--- src/rtl/uart_pkg.sv ---
// uart_pkg: shared UART constants and receiver state encoding
package uart_pkg;

    localparam int UART_CLKS_PER_BIT = 2604;
    localparam int DATA_BITS = 8;

    typedef enum logic [2:0] {IDLE, START, DATA, STOP, BREAK} rx_state_t;

endpackage

--- src/rtl/uart_rx_sync_2ff.sv ---
// sync_2ff: two-flop synchronizer; both flops preset high so an idle line stays idle out of reset
module sync_2ff (
    input  logic clk,
    input  logic reset,
    input  logic d,
    output logic q
);

    logic meta;

    always_ff @(posedge clk or negedge reset)
        if (!reset) {q, meta} <= 2'b11;
        else {q, meta} <= {meta, d};

endmodule

--- src/rtl/uart_rx.sv ---
// uart_rx: 8N1 receiver with mid-bit sampling, single-cycle valid and framing-error strobes
module uart_rx #(
    parameter int CLKS_PER_BIT = uart_pkg::UART_CLKS_PER_BIT,
    parameter int HALF_BIT = CLKS_PER_BIT / 2
) (
    input  logic       clk,
    input  logic       reset,
    input  logic       rxd,
    output logic [7:0] data,
    output logic       rx_valid,
    output logic       frame_err,
    output logic       busy
);

    import uart_pkg::*;

    localparam logic [11:0] FULL_END = 12'(CLKS_PER_BIT - 1);
    localparam logic [11:0] HALF_END = 12'(HALF_BIT - 1);
    localparam int IW = $clog2(DATA_BITS);
    localparam logic [IW-1:0] LAST_BIT = IW'(DATA_BITS - 1);

    rx_state_t state;
    logic [11:0] cnt;
    logic [IW-1:0] idx;
    logic [DATA_BITS-1:0] shreg;
    logic rxs;

    sync_2ff u_sync (.clk(clk), .reset(reset), .d(rxd), .q(rxs));

    assign busy = state != IDLE;

    always_ff @(posedge clk or negedge reset) begin
        if (!reset) begin
            state     <= IDLE;
            cnt       <= '0;
            idx       <= '0;
            shreg     <= '0;
            data      <= '0;
            rx_valid  <= 1'b0;
            frame_err <= 1'b0;
        end else begin
            rx_valid  <= 1'b0;
            frame_err <= 1'b0;
            case (state)
                IDLE: begin
                    cnt <= '0;
                    if (!rxs) state <= START;
                end
                START: begin
                    cnt <= cnt == HALF_END ? '0 : cnt + 12'd1;
                    idx <= '0;
                    if (cnt == HALF_END) state <= rxs ? IDLE : DATA;
                end
                DATA: begin
                    cnt <= cnt == FULL_END ? '0 : cnt + 12'd1;
                    if (cnt == FULL_END) begin
                        shreg <= {rxs, shreg[DATA_BITS-1:1]};
                        idx   <= idx + 1'b1;
                        if (idx == LAST_BIT) state <= STOP;
                    end
                end
                STOP: begin
                    cnt <= cnt == FULL_END ? '0 : cnt + 12'd1;
                    if (cnt == FULL_END) begin
                        state     <= rxs ? IDLE : BREAK;
                        rx_valid  <= rxs;
                        frame_err <= !rxs;
                        if (rxs) data <= shreg;
                    end
                end
                BREAK: begin
                    // Held-low line must go high before a new start edge is accepted
                    cnt <= '0;
                    if (rxs) state <= IDLE;
                end
                default: begin
                    state <= IDLE;
                    cnt   <= '0;
                end
            endcase
        end
    end

endmodule
--- config.mk ---
export PLATFORM = sky130hd
export DESIGN_NAME = uart_rx
export DESIGN_NICKNAME = d
export VERILOG_FILES = /design/src/rtl/uart_pkg.sv /design/src/rtl/uart_rx_sync_2ff.sv /design/src/rtl/uart_rx.sv
export SDC_FILE = /design/constraint.sdc
export NUM_CORES = 1
export LEC_CHECK = 0
export ABC_AREA = 1
export BUFFER_PORTS_ARGS = -buffer_cell sky130_fd_sc_hd__buf_2
export CAP_MARGIN = 0
export CORE_MARGIN = 5
export CORE_UTILIZATION = 49
export CTS_BUF_LIST = sky130_fd_sc_hd__clkbuf_8
export DETAILED_ROUTE_END_ITERATION = 6
export PLACE_DENSITY = 0.67
export SLEW_MARGIN = 20
export SYNTH_ARGS = -nofsm -noshare
export SYNTH_HDL_FRONTEND = slang
export SYNTH_SLANG_ARGS = --single-unit
--- constraint.sdc ---
create_clock -name clk -period 2.06 [get_ports clk]
set_input_delay 0.412 -clock clk [delete_from_list [all_inputs] [get_ports clk]]
set_output_delay 0.412 -clock clk [all_outputs]
set_load 0.03 [all_outputs]
======== Word level (Yosys, flattened, before mapping) ========
Cells that the tools add are included.
operators by class
  $add $sub $neg .......................... 2
  equality and inequality tests ........... 13
  mux-type cells .......................... 18
  reductions and logical operators ........ 9
operators with widths
  cell                                                    count
  two-way mux 12 bit                                      2
  two-way mux 3 bit                                       8
  case mux 12 bit (2 select lines)                        1
  case mux 3 bit (5 select lines)                         1
  adder 12 x 1 -> 12 bit (second input constant)          1
  == test 12 x 11 -> 1 bit (second input constant)        1
  == test 12 bit (second input constant)                  1
  inequality test 2 bit (second input constant)           5
  == test 3 x 2 -> 1 bit (second input constant)          2
  == test 3 bit (second input constant)                   2
  case mux 3 bit (2 select lines)                         1
  AND reduction 6 bit                                     1
  two-way mux 1 bit                                       4
  AND reduction 2 bit                                     2
  adder 3 x 1 -> 3 bit (second input constant)            1
  == test 3 x 1 -> 1 bit (second input constant)          1
  logical NOT 3 bit                                       1
  AND reduction 3 bit                                     1
  nonzero test 3 bit                                      1
  two-way mux 2 bit                                       1
  inequality test 2 x 1 -> 1 bit (second input constant)  1
  nonzero test 2 bit                                      1
  OR reduction 2 bit                                      1
  logical NOT 1 bit                                       1
storage, ports and cells
  register bits ........................... 38
  output and inout port bits .............. 11
  logic and storage cells ................. 51

======== Longest topological paths before layout ========
  depth after elaboration ................. 4
  mapped depth ............................ 11
  depth with buffers taken out ............ 10

======== By module ========
Synthesis repeated with hierarchy kept, for this count alone.
unflattened totals
  cell total of the unflattened synthesis .. 205
  area, all modules ....................... 1884.3 um^2
modules (own cells, without submodules)
  module    instances  cells each  area an instance (um^2)  seq. area each (um^2)
  uart_rx   1          203         1831.8                   900.9
  sync_2ff  1          2           52.6                     52.6

======== Worst setup path before layout ========
Ideal clock, no wire load.
  kind .................................... register to register
  start ................................... register cnt[0]
  end ..................................... register data[5]
  arrival time ............................ 1.425 ns
  data required time ...................... 1.942 ns
  slack ................................... 0.517 ns
  stages on the path, launching flop included .. 10
  buffers on the path ..................... 1
  clock period less this slack ............ 1.543 ns
  cell sequence ........................... dfrtp_1 -> ha_1 -> inv_2 -> nor2_2 -> nand2_2 -> nor3_4 -> nand3_4 -> buf_6 -> nand2_2 -> o21ai_2
between the ends
  word-level cells in the longest chain between the ends .. 2
RTL lines
  item                                  RTL line       RTL
  start: declaration                    uart_rx.sv:23  logic [11:0] cnt;
  start signal: assignment              uart_rx.sv:50  cnt <= cnt == HALF_END ? '0 : cnt + 12'd1;
  start signal: assignment              uart_rx.sv:55  cnt <= cnt == FULL_END ? '0 : cnt + 12'd1;
  start signal: assignment              uart_rx.sv:63  cnt <= cnt == FULL_END ? '0 : cnt + 12'd1;
  == test 12 bit                        uart_rx.sv:64  if (cnt == FULL_END) begin
  AND reduction 3 bit (no source line)  n/a
  end signal: assignment                uart_rx.sv:68  if (rxs) data <= shreg;
  end: declaration                      uart_rx.sv:9   output logic [7:0] data,
Every way passes these cells.
A chain may end at the register's enable or synchronous reset.

======== Final worst setup path ========
  start ................................... register cnt[0]
  end ..................................... register idx[1]
between the ends
  word-level cells in the longest chain between the ends .. 3
RTL lines
  item                                    RTL line       RTL
  == test 12 bit                          uart_rx.sv:56  if (cnt == FULL_END) begin
  inequality test 2 bit (no source line)  n/a
  AND reduction 2 bit (no source line)    n/a
  end signal: assignment                  uart_rx.sv:58  idx <= idx + 1'b1;
  end: declaration                        uart_rx.sv:24  logic [IW-1:0] idx;
Every way passes these cells.

==> flow_summary.toml <==
[sta]
report.final.slew_viol_count = 0
hold_viol = 0
worst_slack_ns = 0.261
finClkSkew_ns = 0.00722
setup_viol_count_final = 0
relSlewSlack_pct = 68.7
worst_pin_slew_ns = 0.469
max_freq_mhz = 556
tns_ns = 0
period_needed_ns = 1.80
fin_crit_sh_pct = 87.3
rsz0062_at_grt = "no"

[drt]
drt_iter0_drc = 89
via_count = 1320
wl_per_cell_um = 11.3
via_per_inst = 4.77
drt_wl_total_mm = 3.13
drc = 0
antenna_left = 0
firstDrtPassIters = 4

[layout]
diodes = 0
finalNonFillerCells = 277
area_growth_pct = 9.95
layout.nets = 235
fillers = 337
final-seq-area_um2 = 953
drive_above_1_share_pct = 21.8
multiInputGateArea_um2 = 741

[yosys]
synth-seq-area-share_pct = 51.6
synth_nets = 217
netlist_area_mm2 = 0.00185
yosysWarnings = 0
synthCells = 210
ys_ff_latch = 38
synth_area_per_cell_um2 = 8.81
synth_cell_types = 25

[cts]
clock_sinks = 38
hold_buffers = 0
cts-htree-levels = 2
clk_pin_slew_worst_paths_ns = 0.07
cts_setup_buffers = 0
cts_root_buffer = "clkbuf_8"
numCtsBuffers = 5
tritoncts = "yes"
worstSkewPairLatency_ns = 0.29
cts_buffer_depth = 2
cts_resized = 0

[setup_path]
required_ns = 2.29
cp-start-kind = "flip-flop"
crit_type = "flip-flop to flip-flop"
path_max_fanout = 21
cp-end-kind = "flip-flop"
worstPathArrival_ns = 2.03
reg2regPathDepth = 9

[global_route]
grt-ovfl-total = 0
grt.total_usage_pct = 14.1
antenna_found_initial = 0
grt_pass1_wl_mm = 5.68
grt_pass1_vias = 1242
grt_max_degree = 39

[power]
ir_drop_mv = 0.322
p_per_area_mw_per_mm2 = 614
total_power_mw = 1.25
p_leak_nw = 1.02

[place]
numPortBuffers = 13
pre_cts_ws_ns = 0.274
dpl.cell_count = 269
place_congestion = 0.813
dpl.hpwl_mm = 2.24

[outcome]
run_status = "finished clean"

[floorplanning]
initial_utilization_pct = 50.5
dieWidth_um = 71.4
core-area_mm2 = 0.00366
io_pins = 14
std_cell_rows = 22
die-area_mm2 = 0.00510
die_y_um = 71.4

[hold_path]
hp-class = "input pin to async pin"

[flow_run]
drv_cap = 0
[synth_stat cells]
cell / number / area [um^2]
a21oi_1: 5 / 25.0
a31oi_1: 1 / 6.26
buf_2: 1 / 5.00
buf_6: 3 / 33.8
dfrtp_1: 36 / 901
dfstp_2: 2 / 52.6
ha_1: 4 / 50.1
inv_1: 29 / 109
inv_2: 2 / 7.51
nand2_1: 48 / 180
nand2_2: 5 / 31.3
nand3_1: 13 / 65.1
nand3_4: 1 / 17.5
nand4_1: 2 / 12.5
nor2_1: 26 / 97.6
nor2_2: 1 / 6.26
nor2_4: 1 / 11.3
nor3_1: 6 / 30.0
nor3_2: 1 / 10.0
nor3_4: 1 / 16.3
o21ai_0: 1 / 5.00
o21ai_1: 2 / 10.0
o21ai_2: 14 / 123
xnor2_1: 1 / 8.76
xor2_1: 4 / 35.0
[cells by family after synthesis]
family	after synthesis	share of synthesized area, %
xor gates and xnor gates	5	2.37
and+or+nand+nor	105	25.8
DFF	38	51.6
AOI/OAI and AO/OA	23	9.13
adders and majority gates	4	2.71
buffers and inverters	35	8.39
[cell type report]
| class | instances | area share [%] |
|---|---|---|
| clock buffers | 5 | 3.38 |
| clock inverters | 3 | 0.677 |
| inverters | 31 | 5.72 |
| multi-input cells | 137 | 36.4 |
| flip-flops and latches | 38 | 46.9 |
| well taps | 48 | 2.95 |
| repair buffers | 15 | 3.94 |
[stage by stage]
stage	instance area (um^2)	utilization, %	hold WS, ns
after floorplan	1850	-	0.116
after CTS	2030	55.5	0.176
after detailed placement	1950	53.3	0.347
after global placement	1950	53.3	0.346
after global routing	2030	55.5	0.201
final	2030	55.5	0.151
[worst max-delay path: stages (launching register included)]
cell     delay, ns
dfrtp_1       0.40
ha_1          0.24
inv_2         0.05
nor2_2        0.08
nand2_2       0.08
nor3_4        0.27
nand2_2       0.31
nand2_1       0.17
nand3_1       0.08
nand2_1       0.06
[where the power goes]
| group | leakage, nW | switching [mW] | internal [mW] |
|---|---|---|---|
| Combinational | 0.466 | 0.0151 | 0.00325 |
| Sequential | 0.509 | 0.00246 | 0.749 |
| Clock | 0.0491 | 0.249 | 0.229 |
[routing by layer]
metal / share of wire, % / global-route usage [%] / up-vias
met1: 51 / 20.5 / 606
met3: 4.8 / 4.63 / 5
li1: - / - / 687
met2: 43 / 19.6 / 22
met5: 0 / 0 / -
met4: 1.5 / 5.01 / 0
[cells in the final DEF (no fill, tap or decap), types with 2 or more instances in the layout]
cell	netlist	routed
buf_4	0	2
nor2_1	26	26
nand3_1	13	13
clkinv_2	0	2
xor2_1	4	4
dfrtp_1	36	36
nand4_1	2	2
nand2_2	5	5
a21oi_1	5	5
buf_2	1	13
nor3_1	6	6
clkbuf_8	0	5
nand2_1	48	48
o21ai_2	14	14
dfstp_2	2	2
inv_1	29	30
inv_2	2	2
ha_1	4	4
o21ai_1	2	2
[path summary, 6_finish.rpt]
kind | slack [ns] | startpoint | to
setup reg to reg | 0.26 | cnt[0] | idx[1]
max in group asynchronous | 1.56 | reset | u_sync.meta
min in group clk | 0.22 | rxd | u_sync.meta
hold reg to reg | 0.36 | u_sync.meta | u_sync.q
setup / recovery | 0.26 | cnt[0] | idx[1]
hold / removal | 0.15 | reset | cnt[4]
[registers in the layout, summed over array words and instances, names as in the netlist]
register,flops
state,3
rx_valid,1
cnt,12
frame_err,1
shreg,8
u_sync.q,1
data,8
u_sync.meta,1
idx,3
Power figures use the tool's default switching activity.
